File: config.mk
export PLATFORM = sky130hd
export DESIGN_NAME = avalon_stream_mailbox
export DESIGN_NICKNAME = d
export VERILOG_FILES = /design/src/rtl/avalon_stream_mailbox_pkg.sv /design/src/rtl/avalon_stream_mailbox_sync_fifo.sv /design/src/rtl/avalon_stream_mailbox.sv
export SDC_FILE = /design/constraint.sdc
export NUM_CORES = 1
export LEC_CHECK = 0
export BUFFER_PORTS_ARGS = -buffer_cell sky130_fd_sc_hd__buf_2
export CAP_MARGIN = 10
export CORE_ASPECT_RATIO = 1.25
export CORE_MARGIN = 10
export CORE_UTILIZATION = 60
export CTS_CLUSTER_SIZE = 16
export DETAILED_ROUTE_END_ITERATION = 16
export PLACE_DENSITY = 0.86
export SYNTH_ARGS = -nofsm -noshare
export SYNTH_HDL_FRONTEND = slang
export SYNTH_SLANG_ARGS = --single-unit
File: constraint.sdc
create_clock -name CLK -period 6.4 [get_ports CLK]
set_input_delay 0.96 -clock CLK [delete_from_list [all_inputs] [get_ports CLK]]
set_output_delay 0.96 -clock CLK [all_outputs]
set_load 0.02 [all_outputs]
File: src/rtl/avalon_stream_mailbox_pkg.sv
// Register map and field positions shared by the mailbox top level and its bench.
package mailbox_pkg;

    localparam logic [1:0] ADDR_DATA    = 2'd0;
    localparam logic [1:0] ADDR_STATUS  = 2'd1;
    localparam logic [1:0] ADDR_CONTROL = 2'd2;
    localparam logic [1:0] ADDR_THRESH  = 2'd3;

    localparam int ST_TX_CNT   = 0;
    localparam int ST_RX_CNT   = 8;
    localparam int ST_TX_FULL  = 16;
    localparam int ST_TX_EMPTY = 17;
    localparam int ST_RX_FULL  = 18;
    localparam int ST_RX_EMPTY = 19;
    localparam int ST_TX_OVF   = 20;
    localparam int ST_RX_UNF   = 21;
    localparam int ST_IRQ      = 22;

    localparam int CT_TX_FLUSH = 0;
    localparam int CT_RX_FLUSH = 1;
    localparam int CT_IRQ_EN   = 2;

endpackage

File: src/rtl/avalon_stream_mailbox_sync_fifo.sv
// Single-clock first-word fall-through FIFO; flush wins over push and pop.
module sync_fifo #(
    parameter int WIDTH = 32,
    parameter int DEPTH = 16,
    localparam int AW = $clog2(DEPTH),
    localparam int CW = AW + 1
) (
    input  logic             clk,
    input  logic             rst,
    input  logic             push,
    input  logic             pop,
    input  logic             flush,
    input  logic [WIDTH-1:0] din,
    output logic [WIDTH-1:0] dout,
    output logic [CW-1:0]    count,
    output logic             full,
    output logic             empty
);

    logic [WIDTH-1:0] mem_q [DEPTH];
    logic [AW-1:0]    wr_ptr_q, wr_ptr_d;
    logic [AW-1:0]    rd_ptr_q, rd_ptr_d;
    logic [CW-1:0]    count_q, count_d;
    logic             do_push, do_pop;

    assign full    = (count_q == CW'(DEPTH));
    assign empty   = (count_q == '0);
    assign count   = count_q;
    assign dout    = mem_q[rd_ptr_q];
    assign do_push = push && !full;
    assign do_pop  = pop && !empty;

    always_comb begin
        wr_ptr_d = wr_ptr_q;
        rd_ptr_d = rd_ptr_q;
        count_d  = count_q;
        if (flush) begin
            wr_ptr_d = '0;
            rd_ptr_d = '0;
            count_d  = '0;
        end else begin
            if (do_push) wr_ptr_d = wr_ptr_q + AW'(1);
            if (do_pop)  rd_ptr_d = rd_ptr_q + AW'(1);
            if (do_push && !do_pop) count_d = count_q + CW'(1);
            if (!do_push && do_pop) count_d = count_q - CW'(1);
        end
    end

    always_ff @(posedge clk) begin
        if (rst) begin
            wr_ptr_q <= '0;
            rd_ptr_q <= '0;
            count_q  <= '0;
        end else begin
            wr_ptr_q <= wr_ptr_d;
            rd_ptr_q <= rd_ptr_d;
            count_q  <= count_d;
        end
    end

    // Storage needs no reset: the count alone decides what is valid.
    always_ff @(posedge clk) begin
        if (do_push && !flush) mem_q[wr_ptr_q] <= din;
    end

endmodule

File: src/rtl/avalon_stream_mailbox.sv
// Avalon-MM mailbox: CPU writes feed the TX stream, RX stream feeds CPU reads,
// with status, sticky error flags and an RX-occupancy interrupt.
module avalon_stream_mailbox
    import mailbox_pkg::*;
#(
    parameter int DATA_W = 32,
    parameter int DEPTH  = 16,
    parameter int CW     = $clog2(DEPTH) + 1
) (
    input  logic              CLK,
    input  logic              RESET,
    input  logic              AVL_CS,
    input  logic [1:0]        AVL_ADDR,
    input  logic              AVL_READ,
    input  logic              AVL_WRITE,
    input  logic [DATA_W-1:0] AVL_WRITEDATA,
    output logic [DATA_W-1:0] AVL_READDATA,
    output logic              IRQ,
    output logic [DATA_W-1:0] TX_DATA,
    output logic              TX_VALID,
    input  logic              TX_READY,
    input  logic [DATA_W-1:0] RX_DATA,
    input  logic              RX_VALID,
    output logic              RX_READY
);

    logic              wr, rd;
    logic              tx_push, tx_pop, tx_flush, tx_full, tx_empty;
    logic              rx_push, rx_pop, rx_flush, rx_full, rx_empty;
    logic [CW-1:0]     tx_count, rx_count;
    logic [DATA_W-1:0] rx_dout, status;
    logic              irq_pending;
    logic              unused_wdata;

    logic [DATA_W-1:0] readdata_q, readdata_d;
    logic              tx_ovf_q, tx_ovf_d;
    logic              rx_unf_q, rx_unf_d;
    logic              irq_en_q, irq_en_d;
    logic [CW-1:0]     thresh_q, thresh_d;
    logic              irq_q;

    assign wr = AVL_CS && AVL_WRITE;
    assign rd = AVL_CS && AVL_READ;

    assign tx_push  = wr && (AVL_ADDR == ADDR_DATA);
    assign tx_pop   = TX_VALID && TX_READY;
    assign tx_flush = wr && (AVL_ADDR == ADDR_CONTROL) && AVL_WRITEDATA[CT_TX_FLUSH];
    assign rx_push  = RX_VALID && RX_READY;
    assign rx_pop   = rd && (AVL_ADDR == ADDR_DATA);
    assign rx_flush = wr && (AVL_ADDR == ADDR_CONTROL) && AVL_WRITEDATA[CT_RX_FLUSH];

    assign unused_wdata = ^AVL_WRITEDATA;

    sync_fifo #(.WIDTH(DATA_W), .DEPTH(DEPTH)) u_tx_fifo (
        .clk(CLK), .rst(RESET), .push(tx_push), .pop(tx_pop), .flush(tx_flush),
        .din(AVL_WRITEDATA), .dout(TX_DATA), .count(tx_count),
        .full(tx_full), .empty(tx_empty)
    );

    sync_fifo #(.WIDTH(DATA_W), .DEPTH(DEPTH)) u_rx_fifo (
        .clk(CLK), .rst(RESET), .push(rx_push), .pop(rx_pop), .flush(rx_flush),
        .din(RX_DATA), .dout(rx_dout), .count(rx_count),
        .full(rx_full), .empty(rx_empty)
    );

    assign TX_VALID    = !tx_empty;
    assign RX_READY    = !rx_full;
    assign irq_pending = irq_en_q && (thresh_q != '0) && (rx_count >= thresh_q);

    always_comb begin
        status = '0;
        status[ST_TX_CNT +: 8] = 8'(tx_count);
        status[ST_RX_CNT +: 8] = 8'(rx_count);
        status[ST_TX_FULL]     = tx_full;
        status[ST_TX_EMPTY]    = tx_empty;
        status[ST_RX_FULL]     = rx_full;
        status[ST_RX_EMPTY]    = rx_empty;
        status[ST_TX_OVF]      = tx_ovf_q;
        status[ST_RX_UNF]      = rx_unf_q;
        status[ST_IRQ]         = irq_pending;
    end

    always_comb begin
        readdata_d = readdata_q;
        if (rd) begin
            case (AVL_ADDR)
                ADDR_DATA:    readdata_d = rx_empty ? '0 : rx_dout;
                ADDR_STATUS:  readdata_d = status;
                ADDR_CONTROL: begin
                    readdata_d            = '0;
                    readdata_d[CT_IRQ_EN] = irq_en_q;
                end
                default:      readdata_d = DATA_W'(thresh_q);
            endcase
        end
    end

    // An error in the same cycle as its W1C clear wins, so no event is lost.
    always_comb begin
        tx_ovf_d = tx_ovf_q;
        rx_unf_d = rx_unf_q;
        irq_en_d = irq_en_q;
        thresh_d = thresh_q;
        if (wr && (AVL_ADDR == ADDR_STATUS)) begin
            if (AVL_WRITEDATA[ST_TX_OVF]) tx_ovf_d = 1'b0;
            if (AVL_WRITEDATA[ST_RX_UNF]) rx_unf_d = 1'b0;
        end
        if (wr && (AVL_ADDR == ADDR_CONTROL)) irq_en_d = AVL_WRITEDATA[CT_IRQ_EN];
        if (wr && (AVL_ADDR == ADDR_THRESH))  thresh_d = AVL_WRITEDATA[CW-1:0];
        if (tx_push && tx_full)  tx_ovf_d = 1'b1;
        if (rx_pop && rx_empty)  rx_unf_d = 1'b1;
    end

    always_ff @(posedge CLK) begin
        if (RESET) begin
            readdata_q <= '0;
            tx_ovf_q   <= 1'b0;
            rx_unf_q   <= 1'b0;
            irq_en_q   <= 1'b0;
            thresh_q   <= CW'(1);
            irq_q      <= 1'b0;
        end else begin
            readdata_q <= readdata_d;
            tx_ovf_q   <= tx_ovf_d;
            rx_unf_q   <= rx_unf_d;
            irq_en_q   <= irq_en_d;
            thresh_q   <= thresh_d;
            irq_q      <= irq_pending;
        end
    end

    assign AVL_READDATA = readdata_q;
    assign IRQ          = irq_q;

endmodule

After elaboration in Yosys (flattened, before gate mapping). Memory sizes are Yosys's and may differ from the RTL's. A register that Yosys moved wholly into a read port is not among the register bits. Index checks and enable logic that the tools add are counted.

Add/sub/neg operators: 8. Multipliers: 0. Div/mod/pow operators: 0. Order comparisons: 1. Equality and inequality tests: 5. Shifts and indexed selects: 0. Mux-type cells: 20. Bitwise operators: 0. Reduce and logical (&&, ||, !) cells: 49.

Operator list (count): $pmux W32 S3 (1); $mux W32 (1); $logic_and A1 B1 Y1 (25); $mux W5 (4); $add A4 B1 Y4 const B (4); $mux W4 (4); $reduce_bool A2 Y1 (6); $add A5 B1 Y5 const B (2); $eq A5 B5 Y1 const B (2); $logic_not A1 Y1 (10); $logic_not A5 Y1 (2); $mux W1 (10); $sub A5 B1 Y5 const B (2); $ge A5 B5 Y1 (1); $reduce_bool A5 Y1 (1); $eq A2 B2 Y1 const B (2); $reduce_and A2 Y1 (2); $reduce_or A2 Y1 (2); $eq A2 B1 Y1 const B (1); $logic_not A2 Y1 (1).

Bits in registers: 67. Bits in latches: 0. RAM bits: 1024. Bits in read-only memories: 0. Input port bits: 73. Logic and storage cells: 97. Memories: 2.

Memories: u_rx_fifo.mem_q (words 16, width 32, read ports 1, clocked after Yosys merged registers in 1, wr ports 1, line avalon_stream_mailbox_sync_fifo.sv:20) `logic [WIDTH-1:0] mem_q [DEPTH];`; u_tx_fifo.mem_q (words 16, width 32, read ports 1, clocked after Yosys merged registers in 1, wr ports 1, line avalon_stream_mailbox_sync_fifo.sv:20).

Longest topological paths before layout.
Word-level depth: 8. Gate-level depth with buffers: 13. Depth with buffers taken out: 11.

By module. From an unflattened synthesis, not the netlist that was laid out.

Cell total of the unflattened synthesis: 1983. Area total of the unflattened synthesis: 41902.7 sq um.

By module, submodules not included: sync_fifo (u_tx_fifo) (instances 1, cells an instance 894, area each 20049.2 sq um, sequential area each 15715.1 sq um); sync_fifo (u_rx_fifo) (instances 1, cells an instance 894, area each 20048.0 sq um, sequential area each 15715.1 sq um); avalon_stream_mailbox (instances 1, cells an instance 195, area each 1805.5 sq um, sequential area each 820.8 sq um).

Worst setup path after synthesis. Ideal clock, no wire load.

Path type: in2reg. From: input port RX_VALID. To: memory u_rx_fifo.mem_q[0][0] (enable). Library setup time: 502 ps. Data arrival time: 4673 ps. Required time: 5898 ps. Setup slack: 1225 ps. Cell stages on the path: 3. Buffers on the path: 0. Path through: a21boi_1 > nand2_1 > nor4_1.

Word-level cells in the longest chain between the ends: 5.

RTL lines: start, declared (line avalon_stream_mailbox.sv:23) `input logic RX_VALID,`; $logic_and A1 B1 Y1 (line avalon_stream_mailbox.sv:48) `assign rx_push = RX_VALID && RX_READY;`; $logic_and A1 B1 Y1 (line avalon_stream_mailbox_sync_fifo.sv:30) `assign do_push = push && !full;`; $logic_and A1 B1 Y1 (line avalon_stream_mailbox_sync_fifo.sv:63) `if (do_push && !flush) mem_q[wr_ptr_q] <= din;`; $mux W1 (line avalon_stream_mailbox_sync_fifo.sv:63); $mux W1 (implied by the code) (line avalon_stream_mailbox_sync_fifo.sv:63); end, declared (line avalon_stream_mailbox_sync_fifo.sv:20).

No other way between the ends.

==> results.yml <==
drt:
  avgRoutedWirePerCell_um: 32.80
  first_pass_iters: 6
  vias_per_cell: 6.710
  post-route-drc-count: 0
  drt.antenna.violating_nets: 0
  total_wire_length_um: 102000
  vias: 20860
  drt-initial-drc-count: 2445
cts:
  tritoncts: "done"
  clkSinkCount: 1099
  cts.clk_slew.worst_paths_ns: 0.06
  max-clock-path-buffers: 3
  resized_cells_post_cts: 0
  ctsHoldBuffers: 0
  clock_tree.root_cell: "sky130_fd_sc_hd__clkbuf_16"
  cts_made_buffers: 98
  worstSkewPairLatency_ns: 0.65
  h-tree-depth: 3
  postCtsSetupBuffers: 0
sta:
  rsz0062_at_grt: "no"
  finalSetupViolCount: 0
  hold_slack_ns: 0.4869
  min_period_over_period_pct: 70.33
  fin_setup_tns_ns: 0
  final.setup.worst_slack_ns: 1.899
  max-slew-margin-rel_pct: 21.18
  worst_pin_slew_ns: 1.182
  hold_viol_final: 0
  fin_crit_ns: 4.501
  timing_limited_maximum_frequency_mhz: 222.2
  finalClockSkew_ns: 0.01421
  final_max_slew_viols: 0
global_routing:
  grt_max_degree: 63
  met2_track_utilization_from_global_routing_pct: 44.69
  global_route.usage.met3_pct: 5.933
  grt_overflow: 0
  grt_first_pass_wirelength_um: 149700
  vias_in_the_first_global_route: 21870
  grt_util_all_layers_pct: 25.21
  layer_with_the_highest_usage: "met2"
  grt_use_met1_pct: 29.74
  antenna_found_initial: 16
setup_path:
  worst-r2r-cell-count: 5
  crit_path_frequent_cell: "sky130_fd_sc_hd__mux4_2"
  cp_cell_sequence: "buf_4 -> mux4_2 -> mux4_2 -> buf_2"
  r2r_slack_ns: 2.93
  timing.rr.end: "u_rx_fifo.mem_q[9][17]"
  critical_path.slowest_cell: "sky130_fd_sc_hd__dfxtp_4"
  cell_family_with_the_largest_share_of_critical_path_delay: "multiplexers"
  worst_r2r_startpoint: "u_rx_fifo.count[2]"
  critical_path.n_buffers_inverters: 2
  endpoint: "TX_DATA[1]"
  path_depth: 4
  crit_path_max_incr_delay_ns: 0.97
  critical_path_class: "reg2out"
  critPathLaunchType: "flip-flop"
  crit_path_max_fanout: 48
  crit_arrival_ns: 3.54
  critPathCaptureType: "output pin"
  critical_path_required_ns: 5.44
finish:
  drive_above_1_share_pct: 30.88
  final_net_count: 2184
  stdcell_area_um2: 47380
  area.growth.synth_to_final_pct: 12.49
synth:
  synth.lib_cells_used.distinct: 54
  synth_area_um2: 42120
  synth.ff_latch_count: 1099
  dominantRegCellSynth: "sky130_fd_sc_hd__edfxtp_1"
  netlist_instances: 1914
  synthesis.nets: 2009
  synth_edf_count: 1024
  synthArstFlopShare_pct: 0
  synth_area_per_cell_um2: 22.00
  synth.yosys.seq_area_share_pct: 76.58
  ys_warn_count: 0
job:
  max_cap_viol_count: 0
placed_design:
  dpl.hpwl_um: 52700
  final_wtd_congestion: 0.7832
  port_bufs: 139
  placed_area_um2: 44050
  place_ws_ns: 2.466
die:
  design.die.area_um2: 81260
  start_util_pct: 60.64
  core_area_um2: 69460
  floorplan.die.width_um: 257.0
  floorplan.io_pins: 140
  die_y_um: 316.2
  placementRows: 108
status:
  run_status: "complete, no violations"
power_and_ir_drop:
  power.static_leakage_uw: 0.01480
  p_per_area_nw_per_um2: 324.1
  power.ir.vdd_worst_v: 0.0003145
min_path:
  holdCritPathClass: "reg2reg"
-- cells by family (layout without fill, tap and decap cells) --
kind of cell / count (synthesis) / after routing / share of synthesized area (%)
flops: 1099 / 1099 / 76.58
other cells: 0 / 3 / 0
mux: 331 / 331 / 16.65
xor+xnor: 22 / 22 / 0.4575
buf+inv: 126 / 382 / 1.313
simple gates: 179 / 179 / 2.127
compound gates: 135 / 135 / 2.225
fa+ha+maj: 22 / 22 / 0.6536
-- registers in the layout (all words and copies together), names as in the netlist, named ones only --
register            count
tx_ovf_q                1
AVL_READDATA           32
IRQ                     1
rx_unf_q                1
u_rx_fifo.rd_ptr_q      4
u_rx_fifo.wr_ptr_q      4
u_rx_fifo.mem_q       512
u_tx_fifo.count         5
u_tx_fifo.mem_q       512
u_tx_fifo.rd_ptr_q      4
u_rx_fifo.count         5
u_tx_fifo.wr_ptr_q      4
irq_en_q                1
thresh_q                5
-- how the worst min path moves through the flow --
stage / endpoint / from / slack, ns / cells past startpoint
floorplan: rx_unf_q / rx_unf_q / 0.45 / 2
global placement: AVL_READDATA[30] / AVL_READDATA[30] / 0.45 / 1
CTS: AVL_READDATA[26] / AVL_READDATA[26] / 0.48 / 1
global route: AVL_READDATA[26] / AVL_READDATA[26] / 0.50 / 1
finish: AVL_READDATA[26] / AVL_READDATA[26] / 0.49 / 1
detailed placement: AVL_READDATA[30] / AVL_READDATA[30] / 0.46 / 1
-- synth_stat cells, types with 13 or more instances --
cell type	instances	area, um2
sky130_fd_sc_hd__a21oi_1	30	150.1
sky130_fd_sc_hd__xor2_1	15	131.4
sky130_fd_sc_hd__mux4_2	284	6396
sky130_fd_sc_hd__o22ai_1	17	106.4
sky130_fd_sc_hd__nor2b_1	19	118.9
sky130_fd_sc_hd__dfxtp_1	75	1501
sky130_fd_sc_hd__o21ai_0	18	90.09
sky130_fd_sc_hd__nor3_1	15	75.07
sky130_fd_sc_hd__ha_1	22	275.3
sky130_fd_sc_hd__a22o_1	16	140.1
sky130_fd_sc_hd__a211oi_1	16	120.1
sky130_fd_sc_hd__clkbuf_1	61	229.0
sky130_fd_sc_hd__nor2_1	64	240.2
sky130_fd_sc_hd__edfxtp_1	1024	30750
sky130_fd_sc_hd__nand2_1	29	108.9
sky130_fd_sc_hd__mux2i_1	28	280.3
sky130_fd_sc_hd__a22oi_1	13	97.59
sky130_fd_sc_hd__buf_2	31	155.2
sky130_fd_sc_hd__inv_1	20	75.07
-- routing by layer --
layer,wire (um),up-vias
met5,138,-
met4,3456,22
met3,9927,263
met2,54400,1334
met1,34030,10880
li1,-,8360
-- per-stage QoR --
step / power (uW) / std cells / utilization, %
4_1_cts: 15420 / 3105 / 68.20
3_5_place_dp: 9411 / 2924 / 63.42
3_3_place_gp: 9345 / 2924 / 63.42
5_1_grt: 15750 / 3106 / 68.20
6_report: 15350 / 3108 / 68.21
2_1_floorplan: 9042 / 1914 / -
-- worst reg2reg max path: stages, from the launching register on --
cell and delay, ns:
sky130_fd_sc_hd__dfxtp_1 0.57, sky130_fd_sc_hd__nor4_1 0.17, sky130_fd_sc_hd__a21boi_1 0.58, sky130_fd_sc_hd__nand2_1 0.36
sky130_fd_sc_hd__nor3b_1 0.46, sky130_fd_sc_hd__and2_2 0.93
-- cells in the final DEF, fill, tap and decap left out, drive strengths merged, types with 7 or more instances in the layout --
cell type,Yosys,final
a211oi,16,16
a21oi,30,30
a22o,16,16
a22oi,13,13
and2,10,10
buf,45,181
bufinv,0,12
clkbuf,61,132
clkinv,0,31
dfxtp,75,75
edfxtp,1024,1024
ha,22,22
inv,20,22
mux2,11,11
mux2i,28,28
mux4,292,292
nand2,29,29
nand2b,8,8
nand4,7,7
nor2,64,64
nor2b,19,19
nor3,15,15
nor4,8,8
o21ai,18,18
o22ai,17,17
xnor2,7,7
xor2,15,15
-- report_power, final --
part           total (uW)  leakage (uW)  internal, uW  switching, uW
Sequential           8030       0.00984          7910            122
Clock                6070       0.00162          3510           2560
Combinational        1250       0.00334           613            639
Total               15400        0.0148         12000           3320
-- layout make-up --
class                           count  area, um2
Tap cell                          935       1170
Antenna cell                        3      7.507
Sequential cell                  1099      32280
Fill cell                        4011      22080
Timing Repair Buffer              181       1036
Clock inverter                     49      566.8
Clock buffer                      132       2754
Inverter                           20      75.07
Multi-Input combinational cell    689       9492
No activity file was read; power rests on OpenSTA's default activity.
